$ cat src/rtl/if_id_pkg.sv
// Shared types and defaults for the fetch/decode pipeline register.
package if_id_pkg;

  typedef enum logic [1:0] {
    StEmpty = 2'b00,
    StOne   = 2'b01,
    StFull  = 2'b10
  } if_id_state_e;

  localparam logic [31:0] NopInstDefault = 32'h0000_0013;
  localparam int unsigned CntWDefault    = 8;

endpackage

$ cat src/rtl/if_id_stage.sv
// IF/ID pipeline register: two-entry skid buffer between fetch and decode, with
// flush and a saturating flush statistics counter.
module if_id_stage
  import if_id_pkg::*;
#(
  parameter int unsigned XLEN     = 32,
  parameter logic [31:0] NOP_INST = NopInstDefault,
  parameter int unsigned CNT_W    = CntWDefault
) (
  input  logic             clk,
  input  logic             rst_n,
  input  logic             in_valid,
  output logic             in_ready,
  input  logic [XLEN-1:0]  in_addr,
  input  logic [31:0]      in_inst,
  input  logic             flush,
  output logic             out_valid,
  input  logic             out_ready,
  output logic [XLEN-1:0]  out_addr,
  output logic [31:0]      out_inst,
  output logic [CNT_W-1:0] flush_cnt
);

  if_id_state_e     state_q, state_d;
  logic [XLEN-1:0]  main_addr_q, main_addr_d;
  logic [31:0]      main_inst_q, main_inst_d;
  logic [XLEN-1:0]  skid_addr_q, skid_addr_d;
  logic [31:0]      skid_inst_q, skid_inst_d;
  logic [CNT_W-1:0] flush_cnt_q, flush_cnt_d;
  logic             in_fire, out_fire;

  // State register
  always_ff @(posedge clk or negedge rst_n) begin
    if (!rst_n) begin
      state_q <= StEmpty;
    end else begin
      state_q <= state_d;
    end
  end

  // Next-state logic; flush overrides any transfer
  always_comb begin
    state_d = state_q;
    case (state_q)
      StEmpty: if (in_fire) state_d = StOne;
      StOne: begin
        if (in_fire && !out_fire) begin
          state_d = StFull;
        end else if (out_fire && !in_fire) begin
          state_d = StEmpty;
        end
      end
      StFull:  if (out_fire) state_d = StOne;
      default: state_d = StEmpty;
    endcase
    if (flush) state_d = StEmpty;
  end

  // Outputs depend on state only, so in_ready has no path from out_ready
  always_comb begin
    in_ready  = (state_q != StFull);
    out_valid = (state_q != StEmpty);
    out_addr  = out_valid ? main_addr_q : '0;
    out_inst  = out_valid ? main_inst_q : NOP_INST;
    flush_cnt = flush_cnt_q;
  end

  assign in_fire  = in_valid & in_ready;
  assign out_fire = out_valid & out_ready;

  // Entry datapath
  always_comb begin
    main_addr_d = main_addr_q;
    main_inst_d = main_inst_q;
    skid_addr_d = skid_addr_q;
    skid_inst_d = skid_inst_q;
    if (flush) begin
      main_addr_d = '0;
      main_inst_d = NOP_INST;
      skid_addr_d = '0;
      skid_inst_d = NOP_INST;
    end else begin
      case (state_q)
        StEmpty: begin
          if (in_fire) begin
            main_addr_d = in_addr;
            main_inst_d = in_inst;
          end
        end
        StOne: begin
          if (in_fire && out_fire) begin
            main_addr_d = in_addr;
            main_inst_d = in_inst;
          end else if (in_fire) begin
            skid_addr_d = in_addr;
            skid_inst_d = in_inst;
          end
        end
        StFull: begin
          if (out_fire) begin
            main_addr_d = skid_addr_q;
            main_inst_d = skid_inst_q;
            skid_addr_d = '0;
            skid_inst_d = NOP_INST;
          end
        end
        default: begin
          main_addr_d = '0;
          main_inst_d = NOP_INST;
        end
      endcase
    end
  end

  // Only flushes that actually discard something are counted
  always_comb begin
    flush_cnt_d = flush_cnt_q;
    if (flush && (state_q != StEmpty) && (flush_cnt_q != '1)) begin
      flush_cnt_d = flush_cnt_q + CNT_W'(1);
    end
  end

  always_ff @(posedge clk or negedge rst_n) begin
    if (!rst_n) begin
      main_addr_q <= '0;
      main_inst_q <= NOP_INST;
      skid_addr_q <= '0;
      skid_inst_q <= NOP_INST;
      flush_cnt_q <= '0;
    end else begin
      main_addr_q <= main_addr_d;
      main_inst_q <= main_inst_d;
      skid_addr_q <= skid_addr_d;
      skid_inst_q <= skid_inst_d;
      flush_cnt_q <= flush_cnt_d;
    end
  end

endmodule

$ cat config.mk
export PLATFORM = sky130hd
export DESIGN_NAME = if_id_stage
export DESIGN_NICKNAME = d
export VERILOG_FILES = /design/src/rtl/if_id_pkg.sv /design/src/rtl/if_id_stage.sv
export SDC_FILE = /design/constraint.sdc
export NUM_CORES = 1
export LEC_CHECK = 0
export ABC_CLOCK_PERIOD_IN_PS = 3600
export CAP_MARGIN = 20
export CORE_ASPECT_RATIO = 0.8
export CORE_MARGIN = 2
export CORE_UTILIZATION = 56
export CTS_CLUSTER_SIZE = 40
export DETAILED_ROUTE_END_ITERATION = 6
export PLACE_DENSITY_LB_ADDON = 0.3
export SYNTH_ARGS = -nofsm -noshare
export SYNTH_HDL_FRONTEND = slang
export SYNTH_SLANG_ARGS = --single-unit
$ cat constraint.sdc
create_clock -name clk -period 3.6 [get_ports clk]
set_clock_uncertainty 0.15 [all_clocks]
set_input_delay 1.08 -clock clk [delete_from_list [all_inputs] [get_ports clk]]
set_output_delay 1.08 -clock clk [all_outputs]
set_load 0.03 [all_outputs]
==> results of run 1 <==
==> registers in the layout, indices dropped and copies added (netlist names) <==
name	cells
flush_cnt	8
state_q	2
skid_addr_q	32
main_inst_q	32
main_addr_q	32
skid_inst_q	32
==> worst max-delay path, stage by stage (launching register included) <==
cell,delay (ns)
dfrtp_1,0.50
nor2_2,0.24
inv_2,0.16
nand2b_1,0.12
clkdlybuf4s50_1,0.68
==> power by group through the flow <==
stage	Sequential [uW]	Clock [uW]	Combinational [uW]
floorplan	1870	0	487
global placement	1850	0	863
detailed placement	1850	0	881
CTS	1830	1640	886
global route	1850	1730	971
finish	1830	1650	885
==> cell usage after synthesis (all sizes together) (3+ instances only) <==
cell type    n
a21oi        8
o21ai      191
nand3        6
clkbuf      41
a211oi      62
dfstp        6
buf         35
mux2         4
nand2b       6
and2        64
a221oi       3
inv          7
nor2        71
dfrtp      132
nand4        3
o21a        62
nand2      130
and3         3
nor3         4
==> through the flow <==
step / setup slack [ns] / std cells
after floorplan: 0.940 / 845
after global placement: 0.425 / 1100
after detailed placement: 0.373 / 1100
after CTS: 0.00699 / 1132
after global routing: 0.106 / 1132
final: 0.251 / 1132
==> timing repair <==
item                       4_1_cts  5_1_grt
hold endpoints to repair         0        0
gates resized for setup          1        2
gates cloned                     0        0
setup endpoints to repair        1       34
==> cell type report <==
class | count | area, um^2 | share of cell area, %
Clock buffer | 18 | 429 | 4.69
Tap cell | 171 | 214 | 2.34
Timing Repair Buffer | 160 | 1510 | 16.6
Sequential cell | 138 | 3460 | 37.9
Multi-Input combinational cell | 624 | 3370 | 36.9
Clock inverter | 14 | 124 | 1.36
Inverter | 7 | 26.3 | 0.287
==> worst paths after layout <==
path	from	endpoint
min in group asynchronous	rst_n	flush_cnt[3]
worst max-delay path	state_q[1]	out_inst[4]
max in group asynchronous	rst_n	skid_addr_q[7]
worst min register to register	skid_inst_q[4]	skid_inst_q[4]
worst max register to register	state_q[0]	main_addr_q[10]
worst min-delay path	skid_inst_q[4]	skid_inst_q[4]
==> cell families after synthesis <==
family	Yosys count
multiplexers	5
XOR/XNOR	1
AO/OA/AOI/OAI	328
flip-flops	138
buffers and inverters	83
adder cells (fa/ha/maj)	1
AND/OR/NAND/NOR	289
==> metal layers <==
| layer | vias up | wire (um) |
|---|---|---|
| met1 | 3127 | 8310 |
| li1 | 3134 | - |
| met3 | 23 | 1630 |
| met4 | 0 | 249 |
| met5 | - | 0 |
| met2 | 312 | 8880 |
==> metrics.yaml, run 1 <==
status: "finished clean"
drc: 0
die_height_um: 105
cap_violations: 0
dpl-instance-area_um2: 8590
path_class: "flip-flop to primary output"
wl_per_cell_um: 16.8
die-width_um: 131
finalCritPeriodShare_pct: 93.0
final_core_util_pct: 74.1
core_um2: 12300
synthXorXnorAreaFrac_pct: 0.122
hpwl_mm: 11.5
post_cts_buffers: 0
rows: 36
hold_path_depth: 2
htree_levels: 4
clk_path_buf_depth: 2
grt_overflow: 0
diodes: 0
synth_area_per_cell_um2: 8.51
synth_top_family_by_area: "compound AO/OA/AOI/OAI gates"
drt_first_pass_iters: 5
pwr-share-seq_pct: 42.0
io_pins: 143
synth-adder-area-share_pct: 0.174
ys_async_sr_fraction_pct: 100
first_global_vias: 6188
grt.met1_usage_pct: 42.0
cp_max_fo: 17
top_usage_layer: "met2"
relSlewSlack_pct: 34.5
synth_top_area_share_pct: 45.9
start_util_pct: 58.3
worst_pin_slew_ns: 0.981
dr.first_iter.drc_count: 746
path_clk_slew_ns: 0.06
p_leak_uw: 0.00397
final_hold_viol_count: 0
ys_ff_latch: 138
die_area_um2: 13800
vdd_ir_drop_max_mv: 0.381
rrSetupSlack_ns: 1.07
antenna_found_initial: 0
fin_area_um2: 9140
grt_pass1_wl_mm: 31.3
cts_tree: "done"
mostFrequentLayoutCell: "o21ai_0"
clkPwrFrac_pct: 37.7
drtAntennaViolNets: 0
synthesis.nets: 915
yosysSeqAreaShare_pct: 48.1
numPortBuffers: 142
mostFrequentLayoutCells: "o21ai_0 (176), dfrtp_1 (131), nand2_1 (128)"
hold_buffers: 0
pwr-share-comb_pct: 20.3
cp-end-kind: "primary output"
cts.sinks: 138
tns_ns: 0
cts_buffers: 17
r2r_cells: 6
power_switching_uw: 1330
synthSimpleGateAreaFrac_pct: 18.0
yosysWarnings: 0
synth_ff_type: "dfrtp_1"
finalMaxSlewViolations: 0
swShare_pct: 30.5
met2_usage_pct: 42.4
hp-class: "flip-flop to flip-flop"
syn_inst: 845
clk_latency_ns: 0.41
start_kind: "flip-flop"
syn_to_final_growth_pct: 27.1
p_int_uw: 3030
grt_use_met3_pct: 6.85
finalPower_uw: 4360
synthMuxAreaShare_pct: 0.766
p_per_area_nw_per_um2: 477
finalSetupViolCount: 0
cp.arrival_ns: 2.12
netlist_area_um2: 7190
wirelength_mm: 19.1
max_freq_mhz: 299
synth_edf_count: 0
dr_total_vias: 6596
track_usage_pct: 28.5
yosys-top-cells-area: "dfrtp_1 (46%), o21ai_0 (12%), nand2_1 (6.7%)"
rsz0062_at_grt: "no"
drive_gt1_share_pct: 13.7
synth_largest_area_cell: "dfrtp_1"
vias_per_cell: 5.83
nets: 1018
fillers: 930
fin_crit_ns: 3.35
synthDistinctLibCells: 32
root_buffer: "clkbuf_16"
whs_ns: 0.314
synth_compound_area_share_pct: 27.5
required_ns: 2.37
gp_congestion: 0.822
grt_max_degree: 71
No activity file was read; power rests on OpenSTA's default activity.
==> inputs of run 2 (changes only) <==
--- a/config.mk
+++ b/config.mk
@@ -5,11 +5,11 @@
 export SDC_FILE = /design/constraint.sdc
 export NUM_CORES = 1
 export LEC_CHECK = 0
-export ABC_CLOCK_PERIOD_IN_PS = 3600
+export ABC_CLOCK_PERIOD_IN_PS = 2860
 export CAP_MARGIN = 20
 export CORE_ASPECT_RATIO = 0.8
 export CORE_MARGIN = 2
-export CORE_UTILIZATION = 56
+export CORE_UTILIZATION = 47
 export CTS_CLUSTER_SIZE = 40
 export DETAILED_ROUTE_END_ITERATION = 6
 export PLACE_DENSITY_LB_ADDON = 0.3
==> constraint.sdc (replaced) <==
create_clock -name clk -period 2.86 [get_ports clk]
set_clock_uncertainty 0.15 [all_clocks]
set_input_delay 0.858 -clock clk [delete_from_list [all_inputs] [get_ports clk]]
set_output_delay 0.858 -clock clk [all_outputs]
set_load 0.03 [all_outputs]
==> metrics.yaml, run 2 (synthesized netlist as in run 1, its figures left out) <==
path_class: "flip-flop to primary output"
dp_cells: 1128  # +2.5%
start_kind: "flip-flop"
mostFrequentLayoutCell: "o21ai_0"
root_buffer: "clkbuf_16"
grt_max_degree: 72  # +1.4%
drc: 0  # unchanged
finalMaxSlewViolations: 0  # unchanged
numPortBuffers: 142  # unchanged
finalSetupViolCount: 0  # unchanged
required_ns: 1.85  # -0.52 ns
clk_latency_ns: 0.42  # about the same
cts.sinks: 138  # unchanged
p_leak_uw: 0.00405  # +1.9%
path_clk_slew_ns: 0.06  # about the same
die_area_um2: 16300  # +18%
io_pins: 143  # unchanged
wirelength_mm: 19.3  # +1.4%
antenna_found_initial: 0  # unchanged
whs_ns: 0.249  # -0.0656 ns
die_height_um: 115  # +8.8%
fin_ws_ns: 0.0411  # -0.210 ns
rows: 40  # +11%
final_hold_viol_count: 0  # unchanged
syn_to_final_growth_pct: 29.0
r2r_cells: 6  # unchanged
fillers: 1283  # +38%
p_per_area_nw_per_um2: 593  # +24%
fin_crit_ns: 2.82
first_global_vias: 6178  # -0.16%
multi_input_area_um2: 3370  # unchanged
r2r_start: "state_q[0]"
status: "finished clean"
dpl-instance-area_um2: 8710  # +1.4%
grt_use_met3_pct: 5.40  # -1.5 points
dr.first_iter.drc_count: 493  # -34%
hpwl_mm: 11.5  # +0.16%
finalCritPeriodShare_pct: 98.6
worst_pin_slew_ns: 0.562  # -0.419 ns
drtAntennaViolNets: 0  # unchanged
die-width_um: 142  # +8.9%
worstReg2RegEnd: "skid_addr_q[5]"
cp.arrival_ns: 1.81  # -0.31 ns
cts_buffers: 17  # unchanged
stdcell_count: 1160  # +2.5%
rsz0062_at_grt: "yes"
drt_first_pass_iters: 5  # unchanged
diodes: 0  # unchanged
max_freq_mhz: 355
cap_violations: 0  # unchanged
grt_overflow: 0  # unchanged
nets: 1028  # +0.98%
grt_pass1_wl_mm: 31.8  # +1.6%
wl_per_cell_um: 16.7  # -1.1%
start_util_pct: 48.1  # -10 points
track_usage_pct: 24.9  # -3.6 points
cts_tree: "done"
dr_total_vias: 6564  # -0.49%
rrSetupSlack_ns: 0.62  # -0.45 ns
drive_gt1_share_pct: 14.1  # +0.37 points
hp-class: "primary input to asynchronous set/reset pin"
gp_congestion: 0.835  # +1.5%
htree_levels: 4  # unchanged
top_usage_layer: "met2"
vdd_ir_drop_max_mv: 0.445  # +17%
clk_path_buf_depth: 2  # unchanged
mostFrequentLayoutCells: "o21ai_0 (176), dfrtp_1 (131), nand2_1 (128)"
grt.met1_usage_pct: 34.7  # -7.4 points
core_um2: 15000  # +21%
fin_area_um2: 9280  # +1.5%
vias_per_cell: 5.66  # -2.9%
ff_latch_area_um2: 3460  # unchanged
cp-end-kind: "primary output"
place_ws_ns: 0.149  # -0.224 ns
met2_usage_pct: 38.5  # -3.9 points
cp_max_fo: 71  # +54
relSlewSlack_pct: 62.5  # +28 points
==> run 2: power by group <==
group          total [uW]  internal [uW]  leakage (uW)  switching (uW)
registers            2300           2160       0.00178             131
logic                1130            471       0.00200             662
clock network        2080           1290      0.000270             789
==> run 2: critical path, stage by stage (launching register included) <==
cell and delay (ns):
dfrtp_2 0.37, clkbuf_8 0.44, nand2b_1 0.35, buf_12 0.17
==> run 2: per-stage QoR <==
stage                     power [uW]  setup TNS (ns)  utilization [%]
after floorplan                 2970               0                -
after global placement          3440               0             58.2
after detailed placement        3460               0             58.2
after CTS                       5540          -0.501             61.9
after global routing            5770         -0.0311             62.0
final                           5500               0             62.0
==> run 2: worst max-delay path by stage <==
stage / start / to / slack, ns / cells past startpoint
after floorplan: state_q[1] / out_inst[22] / 0.42 / 5
after global placement: out_ready / main_addr_q[10] / 0.17 / 6
after detailed placement: out_ready / main_addr_q[0] / 0.15 / 6
after CTS: state_q[0] / in_ready / -0.15 / 3
after global routing: state_q[0] / in_ready / -0.02 / 3
final: state_q[0] / in_ready / 0.04 / 3
==> run 2: final cells by class <==
type	instances	area share (%)
clock buffer	29	5.50
clock inverter	3	0.432
inverter	7	0.283
multi-input combinational	624	36.4
sequential	138	37.3
tap	189	2.55
timing repair buffer	170	17.6
==> run 2: layer usage <==
layer | vias up | routed length [um] | part of all wire [%]
li1 | 3164 | - | -
met1 | 3162 | 8880 | 46
met2 | 215 | 8840 | 46
met3 | 23 | 1260 | 6.5
met4 | 0 | 336 | 1.7
met5 | - | 0 | 0
==> run 2: repair_timing <==
item | 4_1_cts | 5_1_grt
setup endpoints to repair | 51 | 48
resized for setup | 4 | 5
setup buffers | 0 | 0
hold buffers | 0 | 0
